--- src/rtl/axi_lite_master.sv ---
// Single-outstanding AXI-Lite master bridging a simple core request/response port.
// Bus valid/ready outputs are decoded from state so a timeout or reset drops them on the next cycle.
module axi_lite_master #(
    parameter logic [7:0] TIMEOUT = 8'd255
) (
    input  logic        clk,
    input  logic        rst,
    input  logic        req_valid,
    output logic        req_ready,
    input  logic        req_wen,
    input  logic [31:0] req_addr,
    input  logic [31:0] req_wdata,
    input  logic [3:0]  req_wstrb,
    output logic        rsp_valid,
    input  logic        rsp_ready,
    output logic [31:0] rsp_rdata,
    output logic        rsp_err,
    output logic        ARVALID,
    input  logic        ARREADY,
    output logic [31:0] ARADDR,
    input  logic        RVALID,
    output logic        RREADY,
    input  logic [31:0] RDATA,
    input  logic [1:0]  RRESP,
    output logic        AWVALID,
    input  logic        AWREADY,
    output logic [31:0] AWADDR,
    output logic        WVALID,
    input  logic        WREADY,
    output logic [31:0] WDATA,
    output logic [3:0]  WSTRB,
    input  logic        BVALID,
    output logic        BREADY,
    input  logic [1:0]  BRESP
);

    localparam logic [2:0] S_IDLE    = 3'd0;
    localparam logic [2:0] S_RD_ADDR = 3'd1;
    localparam logic [2:0] S_RD_DATA = 3'd2;
    localparam logic [2:0] S_WR_REQ  = 3'd3;
    localparam logic [2:0] S_WR_RESP = 3'd4;
    localparam logic [2:0] S_RSP     = 3'd5;

    logic [2:0]  state_q, state_d;
    logic [31:0] addr_q, addr_d;
    logic [31:0] wdata_q, wdata_d;
    logic [3:0]  wstrb_q, wstrb_d;
    logic [7:0]  cnt_q, cnt_d;
    logic        aw_done_q, aw_done_d;
    logic        w_done_q, w_done_d;
    logic [31:0] rdata_q, rdata_d;
    logic        err_q, err_d;
    logic        req_ready_q;
    logic        aw_hs, w_hs, timeout;

    assign req_ready = req_ready_q;
    assign ARVALID   = (state_q == S_RD_ADDR);
    assign RREADY    = (state_q == S_RD_DATA);
    assign AWVALID   = (state_q == S_WR_REQ) && !aw_done_q;
    assign WVALID    = (state_q == S_WR_REQ) && !w_done_q;
    assign BREADY    = (state_q == S_WR_RESP);
    assign rsp_valid = (state_q == S_RSP);
    assign rsp_rdata = rdata_q;
    assign rsp_err   = err_q;
    assign ARADDR    = addr_q;
    assign AWADDR    = addr_q;
    assign WDATA     = wdata_q;
    assign WSTRB     = wstrb_q;

    assign aw_hs   = AWVALID && AWREADY;
    assign w_hs    = WVALID && WREADY;
    assign timeout = (cnt_q == TIMEOUT);

    always_comb begin
        state_d   = state_q;
        addr_d    = addr_q;
        wdata_d   = wdata_q;
        wstrb_d   = wstrb_q;
        cnt_d     = cnt_q;
        aw_done_d = aw_done_q;
        w_done_d  = w_done_q;
        rdata_d   = rdata_q;
        err_d     = err_q;
        case (state_q)
            S_IDLE: begin
                if (req_valid && req_ready_q) begin
                    addr_d    = req_addr;
                    wdata_d   = req_wdata;
                    wstrb_d   = req_wstrb;
                    cnt_d     = '0;
                    aw_done_d = 1'b0;
                    w_done_d  = 1'b0;
                    state_d   = req_wen ? S_WR_REQ : S_RD_ADDR;
                end
            end
            S_RD_ADDR: begin
                cnt_d = cnt_q + 8'd1;
                if (ARREADY) begin
                    state_d = S_RD_DATA;
                end else if (timeout) begin
                    state_d = S_RSP;
                    rdata_d = '0;
                    err_d   = 1'b1;
                end
            end
            S_RD_DATA: begin
                cnt_d = cnt_q + 8'd1;
                if (RVALID) begin
                    state_d = S_RSP;
                    err_d   = (RRESP != 2'b00);
                    rdata_d = (RRESP == 2'b00) ? RDATA : '0;
                end else if (timeout) begin
                    state_d = S_RSP;
                    rdata_d = '0;
                    err_d   = 1'b1;
                end
            end
            S_WR_REQ: begin
                cnt_d     = cnt_q + 8'd1;
                aw_done_d = aw_done_q || aw_hs;
                w_done_d  = w_done_q || w_hs;
                // Either channel handshaking in the timeout cycle defers the timeout.
                if (aw_done_d && w_done_d) begin
                    state_d = S_WR_RESP;
                end else if (timeout && !aw_hs && !w_hs) begin
                    state_d = S_RSP;
                    rdata_d = '0;
                    err_d   = 1'b1;
                end
            end
            S_WR_RESP: begin
                cnt_d = cnt_q + 8'd1;
                if (BVALID) begin
                    state_d = S_RSP;
                    err_d   = (BRESP != 2'b00);
                    rdata_d = '0;
                end else if (timeout) begin
                    state_d = S_RSP;
                    rdata_d = '0;
                    err_d   = 1'b1;
                end
            end
            S_RSP: begin
                if (rsp_ready) state_d = S_IDLE;
            end
            default: state_d = S_IDLE;
        endcase
    end

    always_ff @(posedge clk) begin
        if (!rst) begin
            state_q     <= S_IDLE;
            addr_q      <= '0;
            wdata_q     <= '0;
            wstrb_q     <= '0;
            cnt_q       <= '0;
            aw_done_q   <= 1'b0;
            w_done_q    <= 1'b0;
            rdata_q     <= '0;
            err_q       <= 1'b0;
            req_ready_q <= 1'b0;
        end else begin
            state_q     <= state_d;
            addr_q      <= addr_d;
            wdata_q     <= wdata_d;
            wstrb_q     <= wstrb_d;
            cnt_q       <= cnt_d;
            aw_done_q   <= aw_done_d;
            w_done_q    <= w_done_d;
            rdata_q     <= rdata_d;
            err_q       <= err_d;
            req_ready_q <= (state_d == S_IDLE);
        end
    end

endmodule

--- config.mk ---
export PLATFORM = sky130hd
export DESIGN_NAME = axi_lite_master
export DESIGN_NICKNAME = d
export VERILOG_FILES = /design/src/rtl/axi_lite_master.sv
export SDC_FILE = /design/constraint.sdc
export NUM_CORES = 1
export LEC_CHECK = 0
export ABC_AREA = 1
export BUFFER_PORTS_ARGS = -buffer_cell sky130_fd_sc_hd__buf_2
export CAP_MARGIN = 15
export CORE_ASPECT_RATIO = 1.75
export CORE_MARGIN = 4
export CORE_UTILIZATION = 49
export CTS_BUF_LIST = sky130_fd_sc_hd__clkbuf_4
export DETAILED_ROUTE_END_ITERATION = 8
export PLACE_DENSITY = 0.85
export SLEW_MARGIN = 20
export SYNTH_ARGS = -nofsm -noshare
export SYNTH_HDL_FRONTEND = slang
export SYNTH_SLANG_ARGS = --single-unit
--- constraint.sdc ---
create_clock -name clk -period 1.8 [get_ports clk]
set_input_delay 0.09 -clock clk [delete_from_list [all_inputs] [get_ports clk]]
set_output_delay 0.09 -clock clk [all_outputs]
set_load 0.02 [all_outputs]
Word-level counts from Yosys, hierarchy flattened:

Index checks and enable logic that the tools add are counted.

* output and inout bits: 140
* flip-flop bits (word level): 115
* word-level logic and storage cells: 78
* input port bits: 114

* reductions and logical operators: 27
* $add $sub $neg: 1
* mux-type cells: 30
* equal/unequal tests: 10

Operators by type and width (count)
* two-way mux 32 bit: 7
* case mux 32 bit (4 select lines): 1
* two-way mux 3 bit: 8
* case mux 3 bit (6 select lines): 1
* case mux 8 bit (2 select lines): 1
* adder 8 x 1 -> 8 bit, second input constant: 1
* == test 8 bit, second input constant: 1
* logical AND 1 bit: 8
* two-way mux 8 bit: 1
* nonzero test 2 bit: 4
* two-way mux 1 bit: 7
* == test 3 x 2 -> 1 bit, second input constant: 2
* == test 3 bit, second input constant: 2
* zero test 3 bit: 2
* != test 2 bit, second input constant: 3
* AND reduction 2 bit: 3
* zero test 1 bit: 4
* case mux 1 bit (2 select lines): 2
* case mux 1 bit (4 select lines): 1
* AND reduction 4 bit: 1
* nonzero test 4 bit: 1
* OR reduction 4 bit: 1
* == test 3 x 1 -> 1 bit, second input constant: 1
* zero test 2 bit: 1
* 3 further kinds: 4

Logic depth before layout (Yosys ltp):

* depth in word-level cells: 10
* gate-level depth with buffers: 12
* gate-level depth less buffers: 12

Least setup slack after synthesis:

OpenSTA, ideal clock, no wires.

* path type: flip-flop to flip-flop
* start: register cnt_q[0]
* end: register req_ready_q, in the netlist req_ready
* buffers on the path: 1
* arrival: 1519 ps
* cell stages (with the launch flop): 12
* slack: 217 ps
* data required time: 1736 ps
* clock period less this slack: 1583 ps
* library setup time: 64 ps
* path through: dfxtp_1 -> ha_1 -> nand3_1 -> inv_1 -> nand2_1 -> clkbuf_1 -> nand2_1 -> o21ai_0 -> nand2_1 -> nor3_1 -> nand2_1 -> nor2_1

* longest elaborated chain between the ends: 7
* elaborated cells on any way between the ends: 11
* those cells by class: eq/ne: 1; mux: 7; reduce/logical: 3

Ends and longest elaborated chain
* from (decl): line 48 `logic [7:0] cnt_q, cnt_d;`
* from (signal assigned): line 167 `cnt_q <= cnt_d;`
* == test 8 bit (*): line 72 `assign timeout = (cnt_q == TIMEOUT);`
* logical AND 1 bit (2 in series): line 125 `end else if (timeout && !aw_hs && !w_hs) begin`
* two-way mux 3 bit: line 125
* two-way mux 3 bit: line 123 `if (aw_done_d && w_done_d) begin`
* case mux 3 bit (6 select lines) (*): line 84 `case (state_q)`
* zero test 3 bit (*): line 172 `req_ready_q <= (state_d == S_IDLE);`
* to (signal assigned): line 172
* to (decl): line 53 `logic req_ready_q;`

Mark *: on every way between the ends. The rest lies on a longest branch, timed or not.
A chain may end at the register's enable or synchronous reset.

Worst setup path after layout:

* start: register cnt_q[0]
* end: register rdata_q[12], in the netlist rsp_rdata[12]

* longest elaborated chain between the ends: 5
* elaborated cells on any way between the ends: 10
* those cells by class: eq/ne: 2; mux: 5; reduce/logical: 3

Ends and longest elaborated chain
* == test 8 bit (*): line 72
* logical AND 1 bit (2 in series): line 125
* != test 2 x 1 -> 1 bit (no line)
* AND reduction 4 bit (no line)
* to (signal assigned): line 170 `rdata_q <= rdata_d;`
* to (decl): line 51 `logic [31:0] rdata_q, rdata_d;`

Mark *: on every way between the ends. The rest lies on a longest branch, timed or not. The select of a mux whose other input is x is not followed.

==> results.py <==
metrics = {
    "status": {
        "status": "completed",
    },
    "yosys": {
        "ys_seq_area_share_pct": 39.9,
        "syn-mean-instance-area_um2": 6.63,
        "yosysUniqueCellTypes": 29,
        "syn-instance-count": 871,
        "ys_warn_count": 0,
        "synth_nets": 986,
        "synth_area_um2": 5770,
        "synth.ff_latch_count": 115,
    },
    "detailed_routing": {
        "ant_nets": 0,
        "remaining_drc_errors": 0,
        "dr.pass1.iters": 5,
        "finalWirelength_um": 21800,
        "avgViaCountPerCell": 5.54,
        "routedWlPerCell_um": 16.6,
        "num_vias": 7305,
        "dr.first_iter.drc_count": 502,
    },
    "clock_tree": {
        "ctsHtreeMaxLevel": 4,
        "clock_path_buffers": 2,
        "tritoncts": "done",
        "clock-sinks": 115,
        "path_clk_slew_ns": 0.12,
        "clkLatencyLatePin_ns": 0.52,
        "cts_root_buffer": "clkbuf_4",
        "cts_buffers": 17,
    },
    "job": {
        "cap_violations": 0,
    },
    "finish": {
        "stdcell_count": 1318,
        "fillers": 881,
        "final_cell_mix": "252 x buf_2, 195 x nand2_1, 164 x nor2_1, 109 x dfxtp_1, 109 x nand3_1",
        "final_common_cell": "buf_2",
        "area.growth.synth_to_final_pct": 45.8,
        "nets": 1284,
        "drive_gt1_share_pct": 30.3,
        "design_area_um2": 8410,
    },
    "placement": {
        "port_buffers": 253,
        "dp_cells": 1190,
        "placed_area_um2": 6950,
        "hpwl_um": 12500,
        "gp_congestion": 0.911,
    },
    "sta": {
        "setup_violations": 0,
        "fin_crit_sh_pct": 98.8,
        "max_freq_mhz": 562,
        "finalMaxSlewViolations": 0,
        "layout_min_cycle_time_ns": 1.78,
        "maxSlewHeadroom_pct": 60.1,
        "hold_violations": 0,
        "worst_pin_slew_ns": 0.598,
        "finClkSkew_ns": 0.0152,
        "hold_slack_ns": 0.0353,
    },
    "setup_path": {
        "path_buf_inv": 4,
        "worstPathMaxFanout": 8,
        "worstSetupEndpointType": "flop",
        "crit_path_start": "cnt_q[0]$_SDFFE_PN0P_",
        "start_kind": "flop",
        "cpPeakStageDelay_ns": 0.39,
        "worstPathCellList": "ha_4 -> nand3_2 -> inv_2 -> nand2_2 -> clkinv_1 -> nand3_2 -> nand2_2 -> nand2_2 -> nor2_4 -> buf_12 -> clkbuf_16 -> nand2_1 -> a21oi_1",
        "worstPathRequired_ns": 2.24,
        "path_class": "reg -> reg",
        "cp_slowest_cell": "dfxtp_4",
        "critPathArrivalTime_ns": 2.22,
        "path_delay_family": "simple AND/OR/NAND/NOR gates",
        "cpMostUsedCell": "nand2_2",
        "reg2reg_from": "cnt_q[0]$_SDFFE_PN0P_",
    },
    "global_routing": {
        "grt_overflow_total": 0,
        "antenna_found_initial": 1,
        "grt_use_total_pct": 28.5,
        "grt_max_degree": 63,
        "grt_pass1_wl_um": 32200,
        "grt_pass1_vias": 6778,
    },
    "die": {
        "die_area_um2": 13600,
        "pin_count": 254,
        "die_h_um": 152,
        "initial_core_util_pct": 49.8,
        "rows": 52,
        "core_area_um2": 11600,
        "die_w_um": 90.0,
    },
    "pwr": {
        "power_density_nw_per_um2": 963,
        "p_leak_nw": 4.23,
        "vdd.ir_drop.worst_mv": 0.838,
        "power.total_w": 0.00810,
    },
    "worst_hold_path": {
        "min_path_type": "in -> reg",
        "min_from": "RDATA[24]",
    },
}
==> logic make-up after synthesis <==
logic type	synth area share, %
simple gates	39.0
compound gates	9.76
buf+inv	10.8
flops	39.9
fa+ha+maj	0.217
xor+xnor	0.304
==> registers in the layout (all words and copies together), names as in the netlist <==
signal,flops
rsp_rdata,32
rsp_err,1
state_q,3
req_ready,1
WDATA,32
WSTRB,4
w_done_q,1
aw_done_q,1
ARADDR,32
cnt_q,8
==> repair_timing <==
action                                  in CTS  in global routing
hold buffers                                83                  0
setup buffers                                1                  5
gates resized for setup                      7                 29
endpoints found under the hold margin       84                  0
endpoints found under the setup margin       2                 91
pin swaps                                    0                  3
cloned                                       0                  6
==> worst reg2reg max path: stages (launching register included) <==
cell and delay (ns):
dfxtp_4 0.39, ha_4 0.15, nand3_2 0.08, inv_2 0.08
nand2_2 0.05, clkinv_1 0.07, nand3_2 0.07, nand2_2 0.11
nand2_2 0.07, nor2_4 0.12, buf_12 0.14, clkbuf_16 0.16
nand2_1 0.06, a21oi_1 0.15
==> metrics by stage <==
step                setup WS (ns)  utilization [%]  setup TNS [ns]
finish                     0.0218             72.7               0
global placement            0.156             60.0               0
floorplan                   0.217                -               0
global route              -0.0489             72.7          -0.367
CTS                        0.0220             70.2               0
detailed placement         0.0835             60.0               0
==> cells in the mapped netlist <==
master / number / area share (%)
a211oi_1: 1 / 0.13
a21oi_1: 37 / 3.2
buf_1: 4 / 0.26
buf_2: 11 / 0.95
buf_4: 33 / 4.3
buf_6: 6 / 1.2
clkbuf_1: 38 / 2.5
clkbuf_2: 1 / 0.087
clkinv_1: 4 / 0.26
dfxtp_1: 115 / 40
ha_1: 1 / 0.22
inv_1: 18 / 1.2
inv_2: 2 / 0.13
nand2_1: 198 / 13
nand2_2: 2 / 0.22
nand3_1: 113 / 9.8
nand3_2: 2 / 0.35
nand3b_4: 1 / 0.35
nand4_1: 32 / 3.5
nor2_1: 165 / 11
nor2_2: 3 / 0.33
nor2_4: 1 / 0.20
nor3_1: 5 / 0.43
nor3_2: 1 / 0.17
nor3b_1: 1 / 0.13
o21ai_0: 71 / 6.2
o21ai_1: 3 / 0.26
xnor2_1: 1 / 0.15
xor2_1: 1 / 0.15
==> layer usage <==
layer | wire length, µm | vias to the layer above | global-route usage [%]
li1 | - | 3431 | -
met1 | 7450 | 3281 | 31.3
met2 | 10900 | 498 | 50.2
met3 | 2270 | 95 | 8.20
met4 | 1200 | 0 | 14.6
met5 | 0 | - | 0
==> where the power goes <==
group / internal (W) / switching (W)
clock: 0.00102 / 0.00110
combinational: 0.00106 / 0.00183
sequential: 0.00287 / 0.000216
==> final timing paths <==
kind              slack (ns)                          to  cells after the start
setup / recovery        0.02  rsp_rdata[12]$_SDFFE_PN0P_                     13
hold / removal          0.04  rsp_rdata[24]$_SDFFE_PN0P_                      7
setup reg to reg        0.02  rsp_rdata[12]$_SDFFE_PN0P_                     13
hold reg to reg         0.52  rsp_rdata[22]$_SDFFE_PN0P_                      2
==> layout make-up <==
cell class / count / area, µm² / area share [%]
Inverter: 24 / 93.8 / 1.12
Tap cell: 135 / 169 / 2.01
Clock inverter: 13 / 176 / 2.10
Sequential cell: 115 / 2310 / 27.5
Clock buffer: 19 / 143 / 1.70
Antenna cell: 1 / 2.50 / 0.0297
Multi-Input combinational cell: 639 / 2940 / 35.0
Timing Repair Buffer: 372 / 2570 / 30.6
Power figures use the tool's default switching activity.
